[src/rtl/alu_seq_pkg.sv]
// ============================================================================
// Module      : alu_seq_pkg
// Description : Op/ALU-control codes and FSM state encoding for alu_sequencer.
//               ALU_SEQ_ADD32_EN enables op 1101 as a 32-bit add.
// Revision    : 1.0 - initial release
// ============================================================================
`default_nettype none

package alu_seq_pkg;

    localparam logic [3:0] c_OP_A     = 4'h0;
    localparam logic [3:0] c_OP_B     = 4'h1;
    localparam logic [3:0] c_OP_NOTA  = 4'h2;
    localparam logic [3:0] c_OP_NOTB  = 4'h3;
    localparam logic [3:0] c_OP_ADD   = 4'h4;
    localparam logic [3:0] c_OP_ADDC  = 4'h5;
    localparam logic [3:0] c_OP_OR    = 4'h6;
    localparam logic [3:0] c_OP_AND   = 4'h7;
    localparam logic [3:0] c_OP_ZERO  = 4'h8;
    localparam logic [3:0] c_OP_ONE   = 4'h9;
    localparam logic [3:0] c_OP_ONES  = 4'hA;
    localparam logic [3:0] c_OP_CLC   = 4'hB;
    localparam logic [3:0] c_OP_STC   = 4'hC;
    localparam logic [3:0] c_OP_ADD32 = 4'hD;

    typedef enum logic [2:0] {
        ST_IDLE  = 3'd0,
        ST_EXEC  = 3'd1,
        ST_EXEC2 = 3'd2,
        ST_EXEC3 = 3'd3,
        ST_DONE  = 3'd4
    } state_t;

    function automatic logic op_supported(input logic [3:0] op);
`ifdef ALU_SEQ_ADD32_EN
        return (op <= c_OP_STC) || (op == c_OP_ADD32);
`else
        return (op <= c_OP_STC);
`endif
    endfunction

endpackage

`default_nettype wire

[src/rtl/alu_sequencer.sv]
// ============================================================================
// Module      : alu_sequencer
// Description : Sequences single/multi-pass commands through an external
//               16-bit ALU. ALU_SEQ_ADD32_EN adds the 32-bit add (op 1101).
// Revision    : 1.0 - initial release
// ============================================================================
`default_nettype none

module alu_sequencer
    import alu_seq_pkg::*;
(
    input  logic        clk,
    input  logic        rst,
    input  logic        cmd_valid,
    output logic        cmd_ready,
    input  logic [3:0]  cmd_op,
    input  logic [15:0] cmd_a,
    input  logic [15:0] cmd_b,
    input  logic [15:0] cmd_ahi,
    input  logic [15:0] cmd_bhi,
    output logic [15:0] alu_a,
    output logic [15:0] alu_b,
    output logic [3:0]  alu_aluc,
    output logic        alu_cy_in,
    input  logic [15:0] alu_z,
    input  logic        alu_cy_out,
    output logic        rsp_valid,
    input  logic        rsp_ready,
    output logic [31:0] rsp_z,
    output logic        rsp_err,
    output logic        flag_cy
);

    state_t      r_state;
    state_t      w_next_state;
    logic [3:0]  r_op;
    logic [15:0] r_a;
    logic [15:0] r_b;
    logic [15:0] r_lo;
    logic        r_c0;
    logic        r_flag;
    logic        r_err;
    logic [31:0] r_z;
    logic [15:0] w_alu_a;
    logic [15:0] w_alu_b;
    logic [3:0]  w_alu_aluc;
    logic        w_is_add32;

`ifdef ALU_SEQ_ADD32_EN
    logic [15:0] r_ahi;
    logic [15:0] r_bhi;
    logic [15:0] r_hi;
    logic        r_c1;
    assign w_is_add32 = (r_op == c_OP_ADD32);
`else
    logic w_unused_hi;
    assign w_unused_hi = ^{cmd_ahi, cmd_bhi};
    assign w_is_add32  = 1'b0;
`endif

    always_ff @(posedge clk) begin
        if (rst) begin
            r_state <= ST_IDLE;
        end else begin
            r_state <= w_next_state;
        end
    end

    always_comb begin
        w_next_state = r_state;
        w_alu_a      = '0;
        w_alu_b      = '0;
        w_alu_aluc   = c_OP_ZERO;
        case (r_state)
            ST_IDLE: begin
                if (cmd_valid) begin
                    w_next_state = op_supported(cmd_op) ? ST_EXEC : ST_DONE;
                end
            end
            ST_EXEC: begin
                w_alu_a      = r_a;
                w_alu_b      = r_b;
                w_alu_aluc   = w_is_add32 ? c_OP_ADD : r_op;
                w_next_state = ((r_op == c_OP_ADDC) || w_is_add32) ? ST_EXEC2 : ST_DONE;
            end
            ST_EXEC2: begin
                // ADDC second pass folds the previous carry flag into the sum
                w_alu_a      = r_lo;
                w_alu_b      = {15'b0, r_flag};
                w_alu_aluc   = c_OP_ADD;
                w_next_state = ST_DONE;
`ifdef ALU_SEQ_ADD32_EN
                if (w_is_add32) begin
                    w_alu_a      = r_ahi;
                    w_alu_b      = r_bhi;
                    w_next_state = ST_EXEC3;
                end
`endif
            end
`ifdef ALU_SEQ_ADD32_EN
            ST_EXEC3: begin
                w_alu_a      = r_hi;
                w_alu_b      = {15'b0, r_c0};
                w_alu_aluc   = c_OP_ADD;
                w_next_state = ST_DONE;
            end
`endif
            ST_DONE: begin
                if (rsp_ready) begin
                    w_next_state = ST_IDLE;
                end
            end
            default: w_next_state = ST_IDLE;
        endcase
    end

    always_ff @(posedge clk) begin
        if (rst) begin
            r_op   <= '0;
            r_a    <= '0;
            r_b    <= '0;
            r_lo   <= '0;
            r_c0   <= 1'b0;
            r_flag <= 1'b0;
            r_err  <= 1'b0;
            r_z    <= '0;
`ifdef ALU_SEQ_ADD32_EN
            r_ahi  <= '0;
            r_bhi  <= '0;
            r_hi   <= '0;
            r_c1   <= 1'b0;
`endif
        end else begin
            case (r_state)
                ST_IDLE: begin
                    if (cmd_valid) begin
                        r_op  <= cmd_op;
                        r_a   <= cmd_a;
                        r_b   <= cmd_b;
                        r_err <= !op_supported(cmd_op);
`ifdef ALU_SEQ_ADD32_EN
                        r_ahi <= cmd_ahi;
                        r_bhi <= cmd_bhi;
`endif
                        if (!op_supported(cmd_op)) begin
                            r_z <= '0;
                        end
                    end
                end
                ST_EXEC: begin
                    r_lo <= alu_z;
                    r_c0 <= alu_cy_out;
                    case (r_op)
                        c_OP_ADD: begin
                            r_flag <= alu_cy_out;
                            r_z    <= {16'h0, alu_z};
                        end
                        c_OP_CLC: begin
                            r_flag <= 1'b0;
                            r_z    <= '0;
                        end
                        c_OP_STC: begin
                            r_flag <= 1'b1;
                            r_z    <= '0;
                        end
                        default: r_z <= {16'h0, alu_z};
                    endcase
                end
                ST_EXEC2: begin
`ifdef ALU_SEQ_ADD32_EN
                    if (w_is_add32) begin
                        r_hi <= alu_z;
                        r_c1 <= alu_cy_out;
                    end else begin
                        r_z    <= {16'h0, alu_z};
                        r_flag <= r_c0 | alu_cy_out;
                    end
`else
                    r_z    <= {16'h0, alu_z};
                    r_flag <= r_c0 | alu_cy_out;
`endif
                end
`ifdef ALU_SEQ_ADD32_EN
                ST_EXEC3: begin
                    r_z    <= {alu_z, r_lo};
                    r_flag <= r_c1 | alu_cy_out;
                end
`endif
                default: ;
            endcase
        end
    end

    assign cmd_ready = (r_state == ST_IDLE);
    assign rsp_valid = (r_state == ST_DONE);
    assign rsp_z     = r_z;
    assign rsp_err   = r_err;
    assign flag_cy   = r_flag;
    assign alu_a     = w_alu_a;
    assign alu_b     = w_alu_b;
    assign alu_aluc  = w_alu_aluc;
    assign alu_cy_in = 1'b0;

endmodule

`default_nettype wire

[config.mk]
export PLATFORM = sky130hd
export DESIGN_NAME = alu_sequencer
export DESIGN_NICKNAME = d
export VERILOG_FILES = /design/src/rtl/alu_seq_pkg.sv /design/src/rtl/alu_sequencer.sv
export SDC_FILE = /design/constraint.sdc
export NUM_CORES = 1
export LEC_CHECK = 0
export CAP_MARGIN = 10
export CORE_MARGIN = 4
export CORE_UTILIZATION = 30
export CTS_CLUSTER_DIAMETER = 60
export CTS_CLUSTER_SIZE = 10
export DETAILED_ROUTE_END_ITERATION = 6
export GPL_ROUTABILITY_DRIVEN = 0
export GPL_TIMING_DRIVEN = 1
export PLACE_DENSITY_LB_ADDON = 0.2
export SYNTH_ARGS = -nofsm -noshare
export SYNTH_HDL_FRONTEND = slang
export SYNTH_SLANG_ARGS = --single-unit
[constraint.sdc]
create_clock -name clk -period 2 [get_ports clk]
set_input_delay 0.4 -clock clk [delete_from_list [all_inputs] [get_ports clk]]
set_output_delay 0.4 -clock clk [all_outputs]
set_load 0.02 [all_outputs]
==> flow_summary.ini, run 1 <==
[run_status]
outcome = complete, no violations

[global_routing]
met3_usage_pct = 6.16
overflow = 0
grt_max_degree = 39
grtUsageMet1_pct = 18.0
grt_pass1_vias = 2779
antenna_found_initial = 0
grt_pass1_wl_microns = 13600
grt_usage_pct = 14.8
grt_util_met2_pct = 24.3
busiest_layer = met2

[power]
p_leak_nw = 1.87
peakVddDrop_v = 0.000406
p_per_area_nw_per_um2 = 758
finalPower_mw = 3.51

[clocking]
clock-sinks = 74
cts_tree = done
cts.clk_slew.worst_paths_ps = 80
cts_made_buffers = 9
insertion_delay_ps = 350
root_buffer = clkbuf_8
htreeDepth = 3
hold_buffers = 0
cts_buffer_depth = 2

[logic_synthesis]
syn_area_per_cell_sq_um = 8.45
synthArstFlopShare_pct = 0
synth-edff-count = 0
netlist_top_cells_area = dfxtp_1 (49%), nand2_1 (13%), a22o_1 (9.5%), a21oi_1 (9.4%), buf_4 (4.4%)
synth-seq-cells = 74
synth.most_common_cell = nand2_1
ys_warn_count = 0
synth_common_cells = nand2_1 (109), dfxtp_1 (74), a21oi_1 (57)
yosysSeqAreaShare_pct = 48.6
syn_inst = 361
synth_top_area_share_pct = 48.6
yosysTopAreaCell = dfxtp_1
ys_types = 34
synth_ff_type = dfxtp_1
syn_area_sq_um = 3050

[drt]
vias_per_cell = 4.57
drt-initial-drc-count = 90
wl_microns = 8920
drc_errors = 0
vias = 2845
ant_nets = 0
dr.pass1.iters = 4
avgRoutedWirePerCell_microns = 14.3

[critical_path]
setup.worst_path.class = reg2out
max_stage_delay_ps = 360
endpoint_kind = output pin
critPathMaxFanout = 6
critical-path-slowest-cell = dfxtp_2
start_kind = register
crit_chain = nor3b_4, buf_6, clkbuf_16, a22o_1, buf_6
cp_data_required_time_ps = 1600
cp_common_cell = buf_6
arrival_ps = 1550

[floorplan]
die_h_microns = 109
pin_count = 162
rows = 36
start_util_pct = 31.1
core_region_area_sq_um = 9820
die-area_sq_um = 11800
die_w_microns = 109

[timing]
setup_viol = 0
min_period_over_period_pct = 97.4
final.setup_skew_ps = 7.10
slew_violations = 0
hold_violations = 0
fin_crit_ps = 1950
timing.final.ws_setup_ps = 51.7
fmax_mhz = 513
rsz0062_at_grt = yes

[layout]
nets = 574
final_util_pct = 47.2
stdcell_area_sq_um = 4630
drive_gt1_share_pct = 19.4
diodes = 0
synthToLayoutAreaGrowth_pct = 51.9
layout.cells.non_filler = 623

[place]
dp_slack_ps = -82.3
dpl.hpwl_microns = 6070
dpl.cell_count = 598
placed_area_sq_um = 4320
io_buffers = 112

[worst_hold_path]
hp-class = in2reg

[run]
maxCapViolations = 0
## sequential cells by signal, indices dropped and copies added, names as in the netlist
name     count
r_op         4
flag_cy      1
rsp_err      1
r_state      3
r_c0         1
r_a         16
r_lo        16
r_b         16
rsp_z       16
## power breakdown
| part | switching (mW) | internal, mW | leakage [nW] |
|---|---|---|---|
| clock | 0.576 | 0.738 | 0.109 |
| combinational | 0.301 | 0.289 | 1.16 |
| sequential | 0.0506 | 1.56 | 0.606 |
| total | 0.927 | 2.59 | 1.87 |
## worst max-delay path: cells and delay by family (launching register included)
kind	cells	cell delay [ps]
buf+inv	3	430
flops	1	360
simple gates	1	260
compound gates	1	150
## routing by layer
layer	up-vias	routed length, microns	share of wire [%]
met5	-	0	0
met4	0	80	0.90
met3	9	935	10
met2	104	4060	46
met1	1294	3840	43
li1	1438	-	-
## final cells by class
type | instances | area, sq um
Clock inverter | 6 | 88.8
Sequential cell | 74 | 1490
Fill cell | 1018 | 5190
Tap cell | 133 | 166
Timing Repair Buffer | 140 | 1350
Multi-Input combinational cell | 260 | 1410
Clock buffer | 10 | 138
## kinds of logic after synthesis
logic type | after synthesis | share of synthesized area, %
buffers and inverters | 43 | 7.96
flip-flops | 74 | 48.6
other | 1 | 0.123
multiplexers | 1 | 0.369
AO/OA/AOI/OAI | 97 | 21.1
AND/OR/NAND/NOR | 145 | 21.9
## through the flow
stage          hold WS, ps  TNS (ps)
6_report               414         0
5_1_grt                424      -659
4_1_cts                384         0
3_5_place_dp           442     -1500
3_3_place_gp           437     -1540
2_1_floorplan          432         0
## repair_timing
item                                   4_1_cts  5_1_grt
endpoints found under the hold margin        0        0
gates cloned                                 1        2
setup endpoints to repair                   38       51
buffers inserted                             2        5
pin swaps                                    1       10
gates resized for setup                    132       59
## cells in the final DEF (no fill, tap or decap), drive strengths merged, types with 4 or more instances in the layout
cell	netlist	layout
dfxtp	74	74
nand2	109	109
a22o	33	33
conb	1	17
and2	18	18
clkbuf	18	18
buf	25	57
a21oi	57	57
nor2	4	4
clkdlybuf4s50	0	73
## worst paths after layout
path | slack (ps) | startpoint | depth (start not counted) | endpoint
max | 50 | r_state[2] | 5 | alu_a[7]
min | 410 | rst | 2 | r_op[0]
max reg2reg | 360 | r_state[0] | 7 | rsp_z[0]
min reg2reg | 450 | r_b[15] | 2 | r_b[15]
(Power assumes the default switching activity.)
==> run 2, diff against run 1 <==
--- a/config.mk
+++ b/config.mk
@@ -5,6 +5,7 @@
 export SDC_FILE = /design/constraint.sdc
 export NUM_CORES = 1
 export LEC_CHECK = 0
+export ABC_AREA = 1
 export CAP_MARGIN = 10
 export CORE_MARGIN = 4
 export CORE_UTILIZATION = 30
==> flow_summary.ini, run 2 <==
[run_status]
outcome = finished, violations left
violations = design-rule violations

[logic_synthesis]
synth_top_area_share_pct = 47.4
synth.most_common_cell = dfxtp_1
syn_area_per_cell_sq_um = 7.48
syn_area_sq_um = 3130
synth-seq-cells = 74
synth-edff-count = 0
yosysTopAreaCell = dfxtp_1
netlist_top_cells_area = dfxtp_1 (47%), a21oi_1 (12%), o21ai_0 (8.2%), inv_1 (7.0%), buf_4 (5.0%)
ys_types = 22
yosysSeqAreaShare_pct = 47.4
ys_warn_count = 0
synth_common_cells = dfxtp_1 (74), a21oi_1 (72), inv_1 (58)
syn_inst = 418
synth_ff_type = dfxtp_1
synthArstFlopShare_pct = 0

[clocking]
cts_buffer_depth = 2
insertion_delay_ps = 340
cts_tree = done
hold_buffers = 0
root_buffer = clkbuf_8
cts_made_buffers = 9
cts_setup_buffers = 0
cts.clk_slew.worst_paths_ps = 80
htreeDepth = 3
clock-sinks = 74

[global_routing]
overflow = 0
grt_usage_pct = 14.3
antenna_found_initial = 0
grt_max_degree = 75
grt_pass1_vias = 2728
grt_pass1_wl_microns = 13600

[layout]
final_cell_mix = dfxtp_1 (74), clkdlybuf4s50_1 (74), a21oi_1 (72), inv_1 (58), o21ai_0 (51)
synthToLayoutAreaGrowth_pct = 42.7
seq_area_sq_um = 1480
multi_input_area_sq_um = 1220
nets = 616
diodes = 0
nFillCells = 1062
drive_gt1_share_pct = 13.2

[place]
dpl.hpwl_microns = 6270
io_buffers = 112

[timing]
min_period_over_period_pct = 95.2
slew_violations = 0
holdWs_ps = 453
fin_tns_setup_ps = 0
rsz0062_at_grt = no
hold_violations = 0
setup_viol = 0
fin_crit_ps = 1900
fmax_mhz = 525
final.setup_skew_ps = 11.1

[critical_path]
cp_data_required_time_ps = 1600
arrival_ps = 1500
critPathMaxFanout = 20
start_kind = register
rrSetupSlack_ps = 470
setup.worst_path.class = reg2out
endpoint_kind = output pin

[floorplan]
die-area_sq_um = 12100
start_util_pct = 30.6
rows = 37
die_w_microns = 110
core_region_area_sq_um = 10200
die_h_microns = 110
pin_count = 162

[drt]
ant_nets = 0
avgRoutedWirePerCell_microns = 13.1
vias_per_cell = 4.49
vias = 3001
drc_errors = 1
wl_microns = 8780
drt-initial-drc-count = 159
dr.pass1.iters = 7

[run]
maxCapViolations = 0

[power]
peakVddDrop_v = 0.000306
p_per_area_nw_per_um2 = 798
finalPower_mw = 3.56
p_leak_nw = 1.81

[worst_hold_path]
hp-class = reg2reg
## run 2: cell types whose count changed in the layout (fill, tap and decap cells not counted), moves of 11 or more
| cell | before | now |
|---|---|---|
| a21oi_1 | 57 | 72 |
| o22ai_1 | 1 | 17 |
| nand3_1 | 0 | 22 |
| buf_4 | 19 | 8 |
| nand2_1 | 109 | 35 |
| inv_1 | 0 | 58 |
| buf_6 | 19 | 0 |
| and2_1 | 14 | 0 |
| o21ai_0 | 1 | 51 |
| a22o_1 | 33 | 0 |
| nor2_1 | 3 | 26 |
## run 2: layout make-up
type | instances | area share, %
well taps | 136 | 3.81
inverters | 61 | 5.13
clock buffers | 10 | 2.86
flip-flops and latches | 74 | 33.2
multi-input cells | 255 | 27.3
repair buffers | 126 | 25.6
clock inverters | 6 | 2.02
## run 2: kinds of logic (layout without fill, tap and decap cells)
group                  Yosys count  after routing  synth area share, %
DFF                             74             74                 47.4
buffers and inverters          105            203                 15.6
AOI/OAI and AO/OA              144            144                 23.7
other                            1             17                0.120
and+or+nand+nor                 94             94                 13.2
## run 2: worst max-delay path, stage by stage (launching register included)
cell,delay (ps)
dfxtp_1,330
inv_1,120
nand3_2,140
buf_12,190
nor2_1,90
clkdlybuf4s15_1,310
## run 2: routing by layer
layer | wire (microns) | part of all wire, % | track usage [%] | up-vias
met5 | 0 | 0 | 0 | -
met4 | 149 | 1.7 | 5.01 | 0
met3 | 473 | 5.4 | 2.80 | 10
met2 | 4050 | 46 | 22.7 | 85
met1 | 4110 | 47 | 19.5 | 1357
li1 | - | - | - | 1549
## run 2: per-stage QoR
stage | instance area [sq um] | setup slack [ps] | std cells | util (%)
global placement | 4400 | 4.90 | 652 | 43.0
CTS | 4570 | -23.3 | 668 | 44.6
global route | 4460 | 1.57 | 668 | 43.6
finish | 4460 | 96.3 | 668 | 43.6
detailed placement | 4400 | -14.4 | 652 | 43.0
floorplan | 3190 | 377 | 434 | -
## run 2: report_power, final
group	leakage [nW]	switching (mW)	internal, mW
logic	1.09	0.377	0.277
registers	0.609	0.0390	1.59
clock network	0.107	0.566	0.708
total	1.81	0.983	2.58
## run 2: path summary, 6_finish.rpt
| path | cells after the start | start | endpoint |
|---|---|---|---|
| max | 5 | r_state[1] | alu_b[9] |
| min reg2reg | 2 | r_b[4] | r_b[4] |
| min | 2 | r_b[4] | r_b[4] |
| max reg2reg | 8 | r_state[1] | rsp_z[1] |
## run 2: timing repair
action | 4_1_cts | 5_1_grt
endpoints found under the setup margin | 38 | 28
pin swaps | 0 | 0
gates resized for setup | 85 | 41
